## config.mk

```make
export PLATFORM = sky130hd
export DESIGN_NAME = preg_freelist
export DESIGN_NICKNAME = d
export VERILOG_FILES = /design/src/rtl/preg_freelist_pkg.sv /design/src/rtl/freelist_ram.sv /design/src/rtl/preg_freelist.sv
export SDC_FILE = /design/constraint.sdc
export NUM_CORES = 1
export LEC_CHECK = 0
export CAP_MARGIN = 25
export CORE_ASPECT_RATIO = 2
export CORE_MARGIN = 5
export CORE_UTILIZATION = 45
export DETAILED_ROUTE_END_ITERATION = 8
export PLACE_DENSITY = 0.65
export SLEW_MARGIN = 5
export SYNTH_ARGS = -nofsm -noshare
export SYNTH_HDL_FRONTEND = slang
export SYNTH_HIERARCHICAL = 1
export SYNTH_SLANG_ARGS = --single-unit
```

## constraint.sdc

```tcl
create_clock -name clock -period 6.25 [get_ports clock]
set_clock_uncertainty 0.15 [all_clocks]
set_input_delay 0.9375 -clock clock [delete_from_list [all_inputs] [get_ports clock]]
set_output_delay 0.9375 -clock clock [all_outputs]
set_load 0.02 [all_outputs]
```

## src/rtl/preg_freelist_pkg.sv

```systemverilog
// rtl/preg_freelist_pkg.sv - free list sizing constants and shared types
`ifndef PREG_RANGE
`define PREG_RANGE 5:0
`endif

package preg_freelist_pkg;

  localparam int PREG_COUNT   = 64;
  localparam int ARCH_COUNT   = 32;
  localparam int FL_DEPTH     = PREG_COUNT - ARCH_COUNT;
  localparam int PREG_WIDTH   = $clog2(PREG_COUNT);
  localparam int FL_IDX_WIDTH = $clog2(FL_DEPTH);
  // One extra bit so full and empty are distinguishable.
  localparam int FL_PTR_WIDTH = FL_IDX_WIDTH + 1;

  typedef logic [PREG_WIDTH-1:0]   preg_t;
  typedef logic [FL_IDX_WIDTH-1:0] fl_idx_t;
  typedef logic [FL_PTR_WIDTH-1:0] fl_ptr_t;

endpackage

```

## src/rtl/freelist_ram.sv

```systemverilog
// rtl/freelist_ram.sv - ring storage, two combinational reads, two writes
module freelist_ram
  import preg_freelist_pkg::*;
(
  input  logic    clock,
  input  logic    reset,
  input  fl_idx_t rd_addr0,
  input  fl_idx_t rd_addr1,
  output preg_t   rd_data0,
  output preg_t   rd_data1,
  input  logic    wr_en0,
  input  fl_idx_t wr_addr0,
  input  preg_t   wr_data0,
  input  logic    wr_en1,
  input  fl_idx_t wr_addr1,
  input  preg_t   wr_data1
);

  preg_t ring [FL_DEPTH];

  assign rd_data0 = ring[rd_addr0];
  assign rd_data1 = ring[rd_addr1];

  // Reset seeds the ring with every non-architectural preg in order.
  always_ff @(posedge clock) begin
    if (reset) begin
      for (int i = 0; i < FL_DEPTH; i++) begin
        ring[i] <= preg_t'(ARCH_COUNT + i);
      end
    end else begin
      if (wr_en0) ring[wr_addr0] <= wr_data0;
      if (wr_en1) ring[wr_addr1] <= wr_data1;
    end
  end

endmodule

```

## src/rtl/preg_freelist.sv

```systemverilog
// rtl/preg_freelist.sv - rename physical-register free list
module preg_freelist
  import preg_freelist_pkg::*;
(
  input  logic               clock,
  input  logic               reset,
  input  logic               alloc_req0,
  input  logic               alloc_req1,
  output logic [`PREG_RANGE] alloc_preg0,
  output logic [`PREG_RANGE] alloc_preg1,
  output logic               alloc_stall,
  output logic               alloc_fire0,
  output logic               alloc_fire1,
  input  logic               free_en0,
  input  logic [`PREG_RANGE] free_addr0,
  input  logic               free_en1,
  input  logic [`PREG_RANGE] free_addr1,
  input  logic               commit_en0,
  input  logic               commit_en1,
  input  logic               flush,
  output logic [5:0]         free_count,
  output logic               overflow_err
);

  fl_ptr_t    spec_head;
  fl_ptr_t    arch_head;
  fl_ptr_t    tail;
  fl_ptr_t    room;
  logic [1:0] n_req;
  logic [1:0] n_fire;
  logic [1:0] n_commit;
  logic [1:0] n_free;
  logic       accept0;
  logic       accept1;
  logic       drop;
  preg_t      rd_data0;
  preg_t      rd_data1;
  fl_idx_t    wr_addr1;

  assign n_req    = {1'b0, alloc_req0} + {1'b0, alloc_req1};
  assign n_commit = {1'b0, commit_en0} + {1'b0, commit_en1};

  assign free_count  = tail - spec_head;
  assign alloc_stall = (FL_PTR_WIDTH'(n_req) > free_count) && !flush;
  assign alloc_fire0 = alloc_req0 && !alloc_stall && !flush;
  assign alloc_fire1 = alloc_req1 && !alloc_stall && !flush;
  assign n_fire      = {1'b0, alloc_fire0} + {1'b0, alloc_fire1};

  // A lone slot-1 request takes the head entry rather than skipping one.
  assign alloc_preg0 = rd_data0;
  assign alloc_preg1 = (alloc_req1 && !alloc_req0) ? rd_data0 : rd_data1;

  // Frees beyond the remaining capacity are dropped and flagged.
  assign room    = fl_ptr_t'(FL_DEPTH) - free_count;
  assign accept0 = free_en0 && (room != '0);
  assign accept1 = free_en1 && (room > FL_PTR_WIDTH'(accept0));
  assign drop    = (free_en0 && !accept0) || (free_en1 && !accept1);
  assign n_free  = {1'b0, accept0} + {1'b0, accept1};
  assign wr_addr1 = tail[FL_IDX_WIDTH-1:0] + FL_IDX_WIDTH'(accept0);

  freelist_ram u_ram (
    .clock    (clock),
    .reset    (reset),
    .rd_addr0 (spec_head[FL_IDX_WIDTH-1:0]),
    .rd_addr1 (spec_head[FL_IDX_WIDTH-1:0] + FL_IDX_WIDTH'(1)),
    .rd_data0 (rd_data0),
    .rd_data1 (rd_data1),
    .wr_en0   (accept0),
    .wr_addr0 (tail[FL_IDX_WIDTH-1:0]),
    .wr_data0 (free_addr0),
    .wr_en1   (accept1),
    .wr_addr1 (wr_addr1),
    .wr_data1 (free_addr1)
  );

  always_ff @(posedge clock) begin
    if (reset) begin
      spec_head    <= '0;
      arch_head    <= '0;
      tail         <= fl_ptr_t'(FL_DEPTH);
      overflow_err <= 1'b0;
    end else begin
      arch_head <= arch_head + FL_PTR_WIDTH'(n_commit);
      tail      <= tail + FL_PTR_WIDTH'(n_free);
      if (flush) begin
        spec_head <= arch_head + FL_PTR_WIDTH'(n_commit);
      end else begin
        spec_head <= spec_head + FL_PTR_WIDTH'(n_fire);
      end
      if (drop) overflow_err <= 1'b1;
    end
  end

endmodule
```

* Word-level counts from Yosys, hierarchy flattened
Memory sizes are Yosys's and may differ from the RTL's. A register that Yosys moved wholly into a read port is not among the register bits. Index checks and enable logic that the tools add are counted.
Storage, ports and cells: register bits after elaboration 19, bits in latches 0, memory bits (writable) 192, memory bits (read-only) 0, output and inout bits 22, word-level logic and storage cells 54, memories 1
Memories:
- u_ram.ring | depth 32, width 6, read ports 2, clocked after Yosys merged registers in 1, write ports 32, line freelist_ram.sv:19 | preg_t ring [FL_DEPTH];
Operators by class: add/subtract/negate cells 11, multipliers 0, div/mod/pow operators 0, $lt $le $gt $ge 2, equal/unequal tests 0, shift operators 0, multiplexer cells 17, bitwise operators 0, reductions and logical operators 19
Operator list (number):
- 6-bit two-way mux | 4
- 6-bit by 2-bit adder with 6-bit output | 3
- 5-bit two-way mux | 3
- 6-bit OR reduction | 2
- 1-bit logical AND | 10
- 1-bit two-way mux | 10
- 1-bit by 1-bit adder with 2-bit output | 4
- 2-bit by 6-bit > comparator with 1-bit output | 1
- 6-bit by 1-bit > comparator with 1-bit output | 1
- 6-bit nonzero test | 1
- 6-bit subtractor | 1
- 6-bit subtractor, first input constant | 1
- 5-bit by 1-bit adder with 5-bit output | 1
- 5-bit by 1-bit adder with 5-bit output, second input constant | 1
- 1-bit logical NOT | 5
- 1-bit logical OR | 1

* Depth between registers and ports, before layout
Gate-level depths: netlist (run 1).
depth after elaboration 11, mapped depth 18, mapped depth without buffers 16

* By module
The synthesis (run 1) kept the hierarchy.
Modules (own cells, without submodules):
- freelist_ram | instances 1, cells each 842, area an instance 11847.6 um2
- preg_freelist | instances 1, cells each 179, area an instance 1507.7 um2

* Least setup slack after synthesis (run 1)
OpenSTA, ideal clock, no wires.
kind register to register, start point register tail[0], end point memory u_ram/ring[16][0] (netlist name) (enable), setup time 0.318 ns, arrival time 4.703 ns, required time 5.782 ns, slack 1.078 ns, stages on the path, launching flop included 18, buffers on the path 1, cell sequence dfxtp_1 -> inv_1 -> ha_1 -> fa_1 -> nand2b_1 -> a21oi_1 -> xor2_1 -> nor3_1 -> o2bb2ai_2 -> nor2b_1 -> and2_1 -> ha_1 -> nand3_1 -> xnor2_1 -> clkbuf_1 -> nor3b_1 -> nand2_1 -> nand2_1
RTL lines:
- start, declared | line preg_freelist.sv:27 | fl_ptr_t tail;
- start signal, assigned | line preg_freelist.sv:80 | tail <= fl_ptr_t'(FL_DEPTH);
- start signal, assigned | line preg_freelist.sv:84 | tail <= tail + FL_PTR_WIDTH'(n_free);
- end, declared | line freelist_ram.sv:19

==> flow_metrics.tcl, run 1 <==
set metrics [dict create \
    rsz0062_at_grt "false" \
    layout_setup_ws_ns 0.561 \
    cts_htree_levels 1 \
    arrival_ns 5.73 \
    relSlewSlack 0.276 \
    yosys-top-cells-area "edfxtp_1, mux4_2, o22ai_1, dfxtp_1, a22oi_1" \
    path_max_fanout 12 \
    reg2reg_from "tail[0]" \
    n_antenna_cell 0 \
    clock_latency_ns 0.52 \
    cts-resized-gates 0 \
    cp-start-kind "flop" \
    seqCellArea_sq_um 6150 \
    synth_top_area_cell "edfxtp_1" \
    ys_warn_count 6 \
    power_leakage_nw 4.36 \
    antenna_found_initial 0 \
    final_util 0.508 \
    min_path_cells 2 \
    multi_input_area_sq_um 6690 \
    worst_pin_slew_ns 1.08 \
    drt-total-wl_um 48600 \
    vias_per_cell 7.46 \
    synth_cells 1021 \
    grt_max_degree 54 \
    grt_usage 0.285 \
    drv_slew 0 \
    finalWeightedCongestion 1.07 \
    cap_violations 0 \
    fillers 2519 \
    path_class "flop to flop" \
    boundaryPins 43 \
    syn_area_per_cell_sq_um 13.1 \
    clk_pin_slew_ns 0.06 \
    yosysSeqAreaShare 0.460 \
    numCtsBuffers 20 \
    synth_top_family_by_area "multiplexers" \
    final_nets 1055 \
    clk_path_buf_depth 3 \
    synthXorXnorAreaFrac 0.0138 \
    synthArstFlopShare 0 \
    setup_viol 0 \
    r2r_cells 18 \
    vias 10379 \
    syn-num-nets 1061 \
    power_density_nw_per_um2 309 \
    cts_tree "yes" \
    synthSimpleGateAreaFrac 0.0763 \
    post-place-ws_ns 0.449 \
    hp-class "flop to flop" \
    synthMuxAreaShare 0.221 \
    dpl_cell_area_sq_um 14200 \
    initial_core_util 0.454 \
    peakVddDrop_mv 0.237 \
    post_cts_buffers 0 \
    dpl.hpwl_um 35100 \
    ys_seq_elements 211 \
    grt_pass1_vias 10391 \
    cts_root_buf "clkbuf_16" \
    drt_iter0_markers 1202 \
    worstSetupEndpointType "flop" \
    drive_gt1_frac 0.217 \
    finalSetupTns_ns 0 \
    yosys.cell_types.count 60 \
    synth-compound-area-share 0.166 \
    min_period_ns 5.69 \
    synthAdderAreaFrac 0.0195 \
    dieHeight_um 254 \
    post-place-cells 1354 \
    post-route-cell-area_sq_um 14900 \
    drtAntennaViolNets 0 \
    stdcell_count 1392 \
    min_from "overflow_err" \
    synth_top_area_share 0.432 \
    numPortBuffers 42 \
    power.total_mw 4.62 \
    whs_ns 0.296 \
    grt_pass1_wl_um 69800 \
    max_freq_mhz 176 \
    crit_path_start "tail[0]" \
    ctsHoldBuffers 0 \
    synth-edff-count 192 \
    dieWidth_um 132 \
    cts.sinks 211 \
    synthFlopType "edfxtp_1" \
    die-area_sq_um 33400 \
    core-area_sq_um 29400 \
    finalHoldViolCount 0 \
    drt_first_pass_iters 6 \
    wl_per_cell_um 34.9 \
    core.rowCount 89 \
    netlist_area_sq_um 13400 \
    drc 0 \
    status "complete, no violations" \
    critical_path_required_ns 6.29 \
    area_growth_pct 11.8 \
    finalCritPeriodShare 0.910 \
    gr-total-overflow 0 \
]
## layer usage
layer  track usage  wire [um]  vias up
met5             0          0        -
met2         0.512      24800      766
met4         0.262       5940        0
met3        0.0370       3580      257
li1              -          -     4208
met1         0.281      14300     5148
## area by class of cell
type	instances	share of cell area
inverter	32	0.00805
sequential	211	0.412
multi-input combinational	672	0.448
timing repair buffer	78	0.0568
clock buffer	27	0.0381
clock inverter	8	0.00620
tap	364	0.0305
## flip-flops by register name, summed over array words and instances (netlist names)
register,flops
arch_head,6
overflow_err,1
spec_head,6
tail,6
u_ram/ring,192
## cell usage after synthesis (10+ instances only)
master	count
clkbuf_1	85
a21oi_1	39
a211oi_1	26
mux4_2	116
a2bb2oi_1	34
o211ai_1	29
nand2_1	67
nor2_1	40
dfxtp_1	19
a22o_1	14
ha_1	16
mux2_2	18
a22oi_1	46
nand3_1	10
o22ai_1	66
edfxtp_1	192
xor2_1	12
inv_1	29
o22a_1	34
## placed cells by master (no fill, tap or decap), types with 7 or more instances in the layout
master / instances
o22a_1: 34
a22o_1: 14
inv_1: 29
clkdlybuf4s50_1: 41
a2bb2oi_1: 34
a22oi_1: 46
nand2_1: 67
ha_1: 15
xor2_1: 11
mux2_2: 18
a21oi_1: 39
clkbuf_16: 21
o22ai_1: 66
nor2_1: 40
nor2b_1: 9
nand3_1: 10
o211ai_1: 29
xnor2_1: 9
mux4_2: 116
nor3_1: 7
buf_4: 23
dfxtp_1: 17
a211oi_1: 26
edfxtp_1: 192
## final timing paths
kind              slack [ns]          endpoint
setup reg to reg        0.56  u_ram/ring[2][5]
setup / recovery        0.56  u_ram/ring[2][5]
hold / removal          0.30      overflow_err
hold reg to reg         0.30      overflow_err
## cells by family (layout without fill, tap and decap cells)
| group | count (synthesis) | in the layout |
|---|---|---|
| compound gates | 303 | 303 |
| xor+xnor | 21 | 21 |
| fa+ha+maj | 19 | 19 |
| buf+inv | 138 | 145 |
| flops | 211 | 211 |
| mux | 141 | 141 |
| simple gates | 188 | 188 |
## worst max-delay path: stages, from the launching register on
cell and delay (ns):
dfxtp_1 0.61, inv_1 0.14, ha_1 0.23, fa_1 0.39
nand2b_1 0.16, a21oi_1 0.15, xor2_1 0.32, nand4_1 0.19
o2bb2ai_2 0.30, nor2b_1 0.08, buf_4 0.17, and2_1 0.16
ha_1 0.22, nand3_1 0.11, xnor2_1 0.17, buf_4 0.23
nor3_1 0.83, nand2_1 0.38, nand2_1 0.35
## power breakdown
group,switching [mW],internal [mW],total [mW]
registers,0.0837,1.62,1.70
clock network,0.557,0.722,1.28
logic,0.943,0.692,1.64
(Power assumes the default switching activity.)
==> inputs of run 2 (changes only) <==
--- a/config.mk
+++ b/config.mk
@@ -5,7 +5,6 @@
 export SDC_FILE = /design/constraint.sdc
 export NUM_CORES = 1
 export LEC_CHECK = 0
-export CAP_MARGIN = 25
 export CORE_ASPECT_RATIO = 2
 export CORE_MARGIN = 5
 export CORE_UTILIZATION = 45
==> run 2 against run 1 <==
Final area shrank 2.0%. Global-route usage shrank 0.11 points. Register-to-register slack lost 0.24 ns.
==> flow_metrics.tcl, run 2 (synthesis gave the netlist of run 1 again) <==
set metrics [dict create \
    area_growth_pct 9.47 \
    drv_slew 0 \
    dpl.hpwl_um 34100 \
    cts_tree "yes" \
    power_leakage_nw 4.19 \
    seqCellArea_sq_um 6150 \
    wl_per_cell_um 35.1 \
    cts.sinks 211 \
    drtAntennaViolNets 0 \
    finalSetupTns_ns 0 \
    post-place-cells 1346 \
    setup_viol 0 \
    stdcell_count 1381 \
    grt_max_degree 54 \
    drc 0 \
    cp-start-kind "flop" \
    post_cts_buffers 0 \
    grt_pass1_vias 10262 \
    min_period_ns 5.93 \
    grt_pass1_wl_um 69600 \
    arrival_ns 5.99 \
    post-route-cell-area_sq_um 14600 \
    initial_core_util 0.454 \
    min_path_cells 2 \
    drt-total-wl_um 48500 \
    power.total_mw 4.45 \
    numCtsBuffers 20 \
    path_class "flop to flop" \
    final_common_cell "edfxtp_1" \
    power_density_nw_per_um2 304 \
    cts_htree_levels 1 \
    finalCritPeriodShare 0.948 \
    finalHoldViolCount 0 \
    cts_root_buf "clkbuf_16" \
    max_freq_mhz 169 \
    boundaryPins 43 \
    worst_pin_slew_ns 1.34 \
    path_max_fanout 12 \
    largest_reg_flops 192 \
    vias 10341 \
    grt_usage 0.284 \
    regMostFlops "u_ram/ring" \
    fillers 2589 \
    core.rowCount 89 \
    gr-total-overflow 0 \
    multi_input_area_sq_um 6690 \
    ctsHoldBuffers 0 \
    clk_pin_slew_ns 0.07 \
    clk_path_buf_depth 3 \
    cap_violations 0 \
    antenna_found_initial 0 \
    cts-resized-gates 0 \
    peakVddDrop_mv 0.211 \
    status "complete, no violations" \
    drt_iter0_markers 1270 \
    drt_first_pass_iters 5 \
    core-area_sq_um 29400 \
    dieWidth_um 132 \
    die-area_sq_um 33400 \
    worstSetupEndpointType "flop" \
    dieHeight_um 254 \
    critical_path_required_ns 6.31 \
    drive_gt1_frac 0.202 \
    relSlewSlack 0.102 \
    final_util 0.497 \
    r2r_cells 17 \
    dpl_cell_area_sq_um 14000 \
    final_cell_mix "edfxtp_1, mux4_2, nand2_1" \
    final_nets 1044 \
    whs_ns 0.296 \
    clock_latency_ns 0.53 \
    post-place-ws_ns 0.463 \
    layout_setup_ws_ns 0.322 \
    numPortBuffers 42 \
    vias_per_cell 7.49 \
    hp-class "flop to flop" \
    rsz0062_at_grt "false" \
    finalWeightedCongestion 1.07 \
]
## run 2: where the power goes
group          leakage, nW  internal (mW)  switching [mW]
clock network        0.269          0.590           0.543
registers             1.75           1.62          0.0841
logic                 2.17          0.674           0.941
## run 2: layer usage
metal	GRT usage	vias up	part of all wire
li1	-	4200	-
met1	0.281	5142	0.29
met2	0.505	764	0.51
met3	0.0444	235	0.082
met4	0.256	0	0.12
met5	0	-	0
## run 2: layout make-up
| cell class | instances | share of cell area |
|---|---|---|
| Multi-Input combinational cell | 672 | 0.458 |
| Sequential cell | 211 | 0.421 |
| Timing Repair Buffer | 67 | 0.0430 |
| Clock buffer | 25 | 0.0355 |
| Tap cell | 364 | 0.0312 |
| Inverter | 32 | 0.00822 |
| Clock inverter | 9 | 0.00368 |
| Antenna cell | 1 | 0.000171 |
## run 2: critical path, stage by stage (launching register included)
cell and delay, ns:
dfxtp_1 0.62, inv_1 0.14, ha_1 0.23, fa_1 0.40, nand2b_1 0.16, a21oi_1 0.15
xor2_1 0.31, nand4_1 0.19, o2bb2ai_2 0.29, nor2b_1 0.08, buf_4 0.18, and2_1 0.16
ha_1 0.21, xor2_1 0.47, buf_4 0.27, nor3b_1 0.90, nand2_1 0.38, nand2_1 0.33
## run 2: path summary, 6_finish.rpt
check        slack [ns]               end    startpoint
max                0.32  u_ram/ring[4][4]       tail[0]
min                0.30      overflow_err  overflow_err
max reg2reg        0.32  u_ram/ring[4][4]       tail[0]
min reg2reg        0.30      overflow_err  overflow_err
==> inputs of run 3 (changes only) <==
--- a/config.mk
+++ b/config.mk
@@ -9,8 +9,8 @@
 export CORE_MARGIN = 5
 export CORE_UTILIZATION = 45
 export DETAILED_ROUTE_END_ITERATION = 8
-export PLACE_DENSITY = 0.65
-export SLEW_MARGIN = 5
+export MAX_ROUTING_LAYER = met4
+export SLEW_MARGIN = 20
 export SYNTH_ARGS = -nofsm -noshare
 export SYNTH_HDL_FRONTEND = slang
 export SYNTH_HIERARCHICAL = 1
==> run 3 against run 2 <==
Final area grew 1.4%. First-iteration DRC count is 9.5% lower. Worst hold slack better by 0.017 ns. Final cell count up 0.65%. Critical endpoint is now alloc_preg1[4]. Non-clock buffer count rose by 6. Sequential cell count did not move. Register-to-register slack gained 0.51 ns.
==> flow_metrics.tcl, run 3 (synthesis gave the netlist of run 1 again) <==
set metrics [dict create \
    status "complete, no violations" \
    core-area_sq_um 29400 \
    regMostFlops "u_ram/ring" \
    initial_core_util 0.454 \
    dpl.hpwl_um 35900 \
    critical_path_required_ns 5.16 \
    final_common_cell "edfxtp_1" \
    grt_use_met2 0.543 \
    power.total_mw 4.69 \
    area_growth_pct 11.0 \
    peakVddDrop_mv 0.178 \
    cp-start-kind "flop" \
    cp_top_family "multiplexers" \
    path_cells "buf_4, ha_4, buf_12, mux4_2, mux4_2, mux2_2, mux2_2, clkdlybuf4s50_1" \
    clk_pin_slew_ns 0.06 \
    largest_reg_flops 192 \
    vias_per_cell 7.42 \
    grt_pass1_vias 10374 \
    stdcell_count 1390 \
    drc 0 \
    finalSetupTns_ns 0 \
    finalWeightedCongestion 1.00 \
    worst_pin_slew_ns 1.23 \
    hp-class "flop to flop" \
    dieWidth_um 132 \
    drt_first_pass_iters 6 \
    vias 10310 \
    post-place-cells 1352 \
    final_nets 1051 \
    relSlewSlack 0.177 \
    layout_setup_ws_ns 0.719 \
    boundaryPins 43 \
    cts_tree "yes" \
    slowest_delay_ns 0.64 \
    grt_usage 0.306 \
    drive_gt1_frac 0.220 \
    cts.sinks 211 \
    wl_per_cell_um 36.0 \
    dieHeight_um 254 \
    rsz0062_at_grt "false" \
    gr-total-overflow 0 \
    finalCritPeriodShare 0.885 \
    clk_path_buf_depth 3 \
    arrival_ns 4.44 \
    post-place-ws_ns 0.889 \
    met1_usage 0.310 \
    antenna_found_initial 0 \
    cts_root_buf "clkbuf_16" \
    numPortBuffers 42 \
    cap_violations 0 \
    drtAntennaViolNets 0 \
    grt_max_degree 49 \
    fillers 2596 \
    core.rowCount 89 \
    critPathBufInv 3 \
    cts-resized-gates 0 \
    numCtsBuffers 21 \
    clock_latency_ns 0.52 \
    cts_htree_levels 1 \
    ctsHoldBuffers 0 \
    drv_slew 0 \
    grt_pass1_wl_um 71800 \
    drt_iter0_markers 1149 \
    min_period_ns 5.53 \
    drt-total-wl_um 50000 \
    post_cts_buffers 0 \
    setup_viol 0 \
    power_leakage_nw 4.31 \
    path_max_fanout 31 \
    grt_use_met3 0.0283 \
    finalHoldViolCount 0 \
    final_cell_mix "edfxtp_1, mux4_2, nand2_1" \
    die-area_sq_um 33400 \
    power_density_nw_per_um2 317 \
    max_freq_mhz 181 \
    path_class "flop to primary output" \
    worstSetupEndpointType "primary output" \
    grt.busiest_layer "met2" \
    crit_slowest_cell "ha_4" \
]
[run 3: changes by cell type in the layout (fill, tap and decap cells not counted), moves of 2 or more]
cell | previous run | this run
clkbuf_1 | 5 | 3
bufinv_16 | 0 | 4
clkinv_2 | 0 | 5
inv_1 | 29 | 27
clkinv_1 | 9 | 3
buf_4 | 23 | 29
clkbuf_8 | 0 | 2
[run 3: cell type report]
type | instances | area [sq um] | area share
sequential | 211 | 6150 | 0.415
clock inverter | 11 | 163 | 0.0110
timing repair buffer | 73 | 673 | 0.0454
clock buffer | 26 | 564 | 0.0381
antenna | 1 | 2.50 | 0.000169
multi-input combinational | 672 | 6700 | 0.452
inverter | 32 | 124 | 0.00835
tap | 364 | 455 | 0.0307
[run 3: routing by layer]
layer	routed length (um)	up-vias
met4	4960	0
met3	3440	201
met5	0	-
li1	-	4205
met1	15200	5198
met2	26400	706
[run 3: where the power goes]
group          internal (mW)  total, mW  switching (mW)
logic                  0.685       1.65           0.961
registers               1.62       1.69          0.0668
clock network          0.808       1.36           0.554
total                   3.11       4.69            1.58
[run 3: worst register-to-register path: cells and delay by family, from the launching register on]
family          cells  cell delay, ns
simple gates        6            1.97
fa+ha+maj           3            0.99
compound gates      3            0.77
flops               1            0.58
buf+inv             2            0.33
xor+xnor            1            0.32
[run 3: final timing paths]
path | start | end | slack, ns | cells after the start
max reg2reg | tail[0] | u_ram/ring[0][3] | 0.83 | 15
max | spec_head[0] | alloc_preg1[4] | 0.72 | 8
min reg2reg | overflow_err | overflow_err | 0.31 | 2
min | overflow_err | overflow_err | 0.31 | 2
[run 3: metrics by stage]
stage | instance area (sq um) | hold slack (ns) | utilization
after floorplan | 13400 | 0.348 | -
after CTS | 14800 | 0.320 | 0.504
after global routing | 14800 | 0.374 | 0.504
after global placement | 14100 | 0.305 | 0.479
after detailed placement | 14100 | 0.311 | 0.480
final | 14800 | 0.313 | 0.504
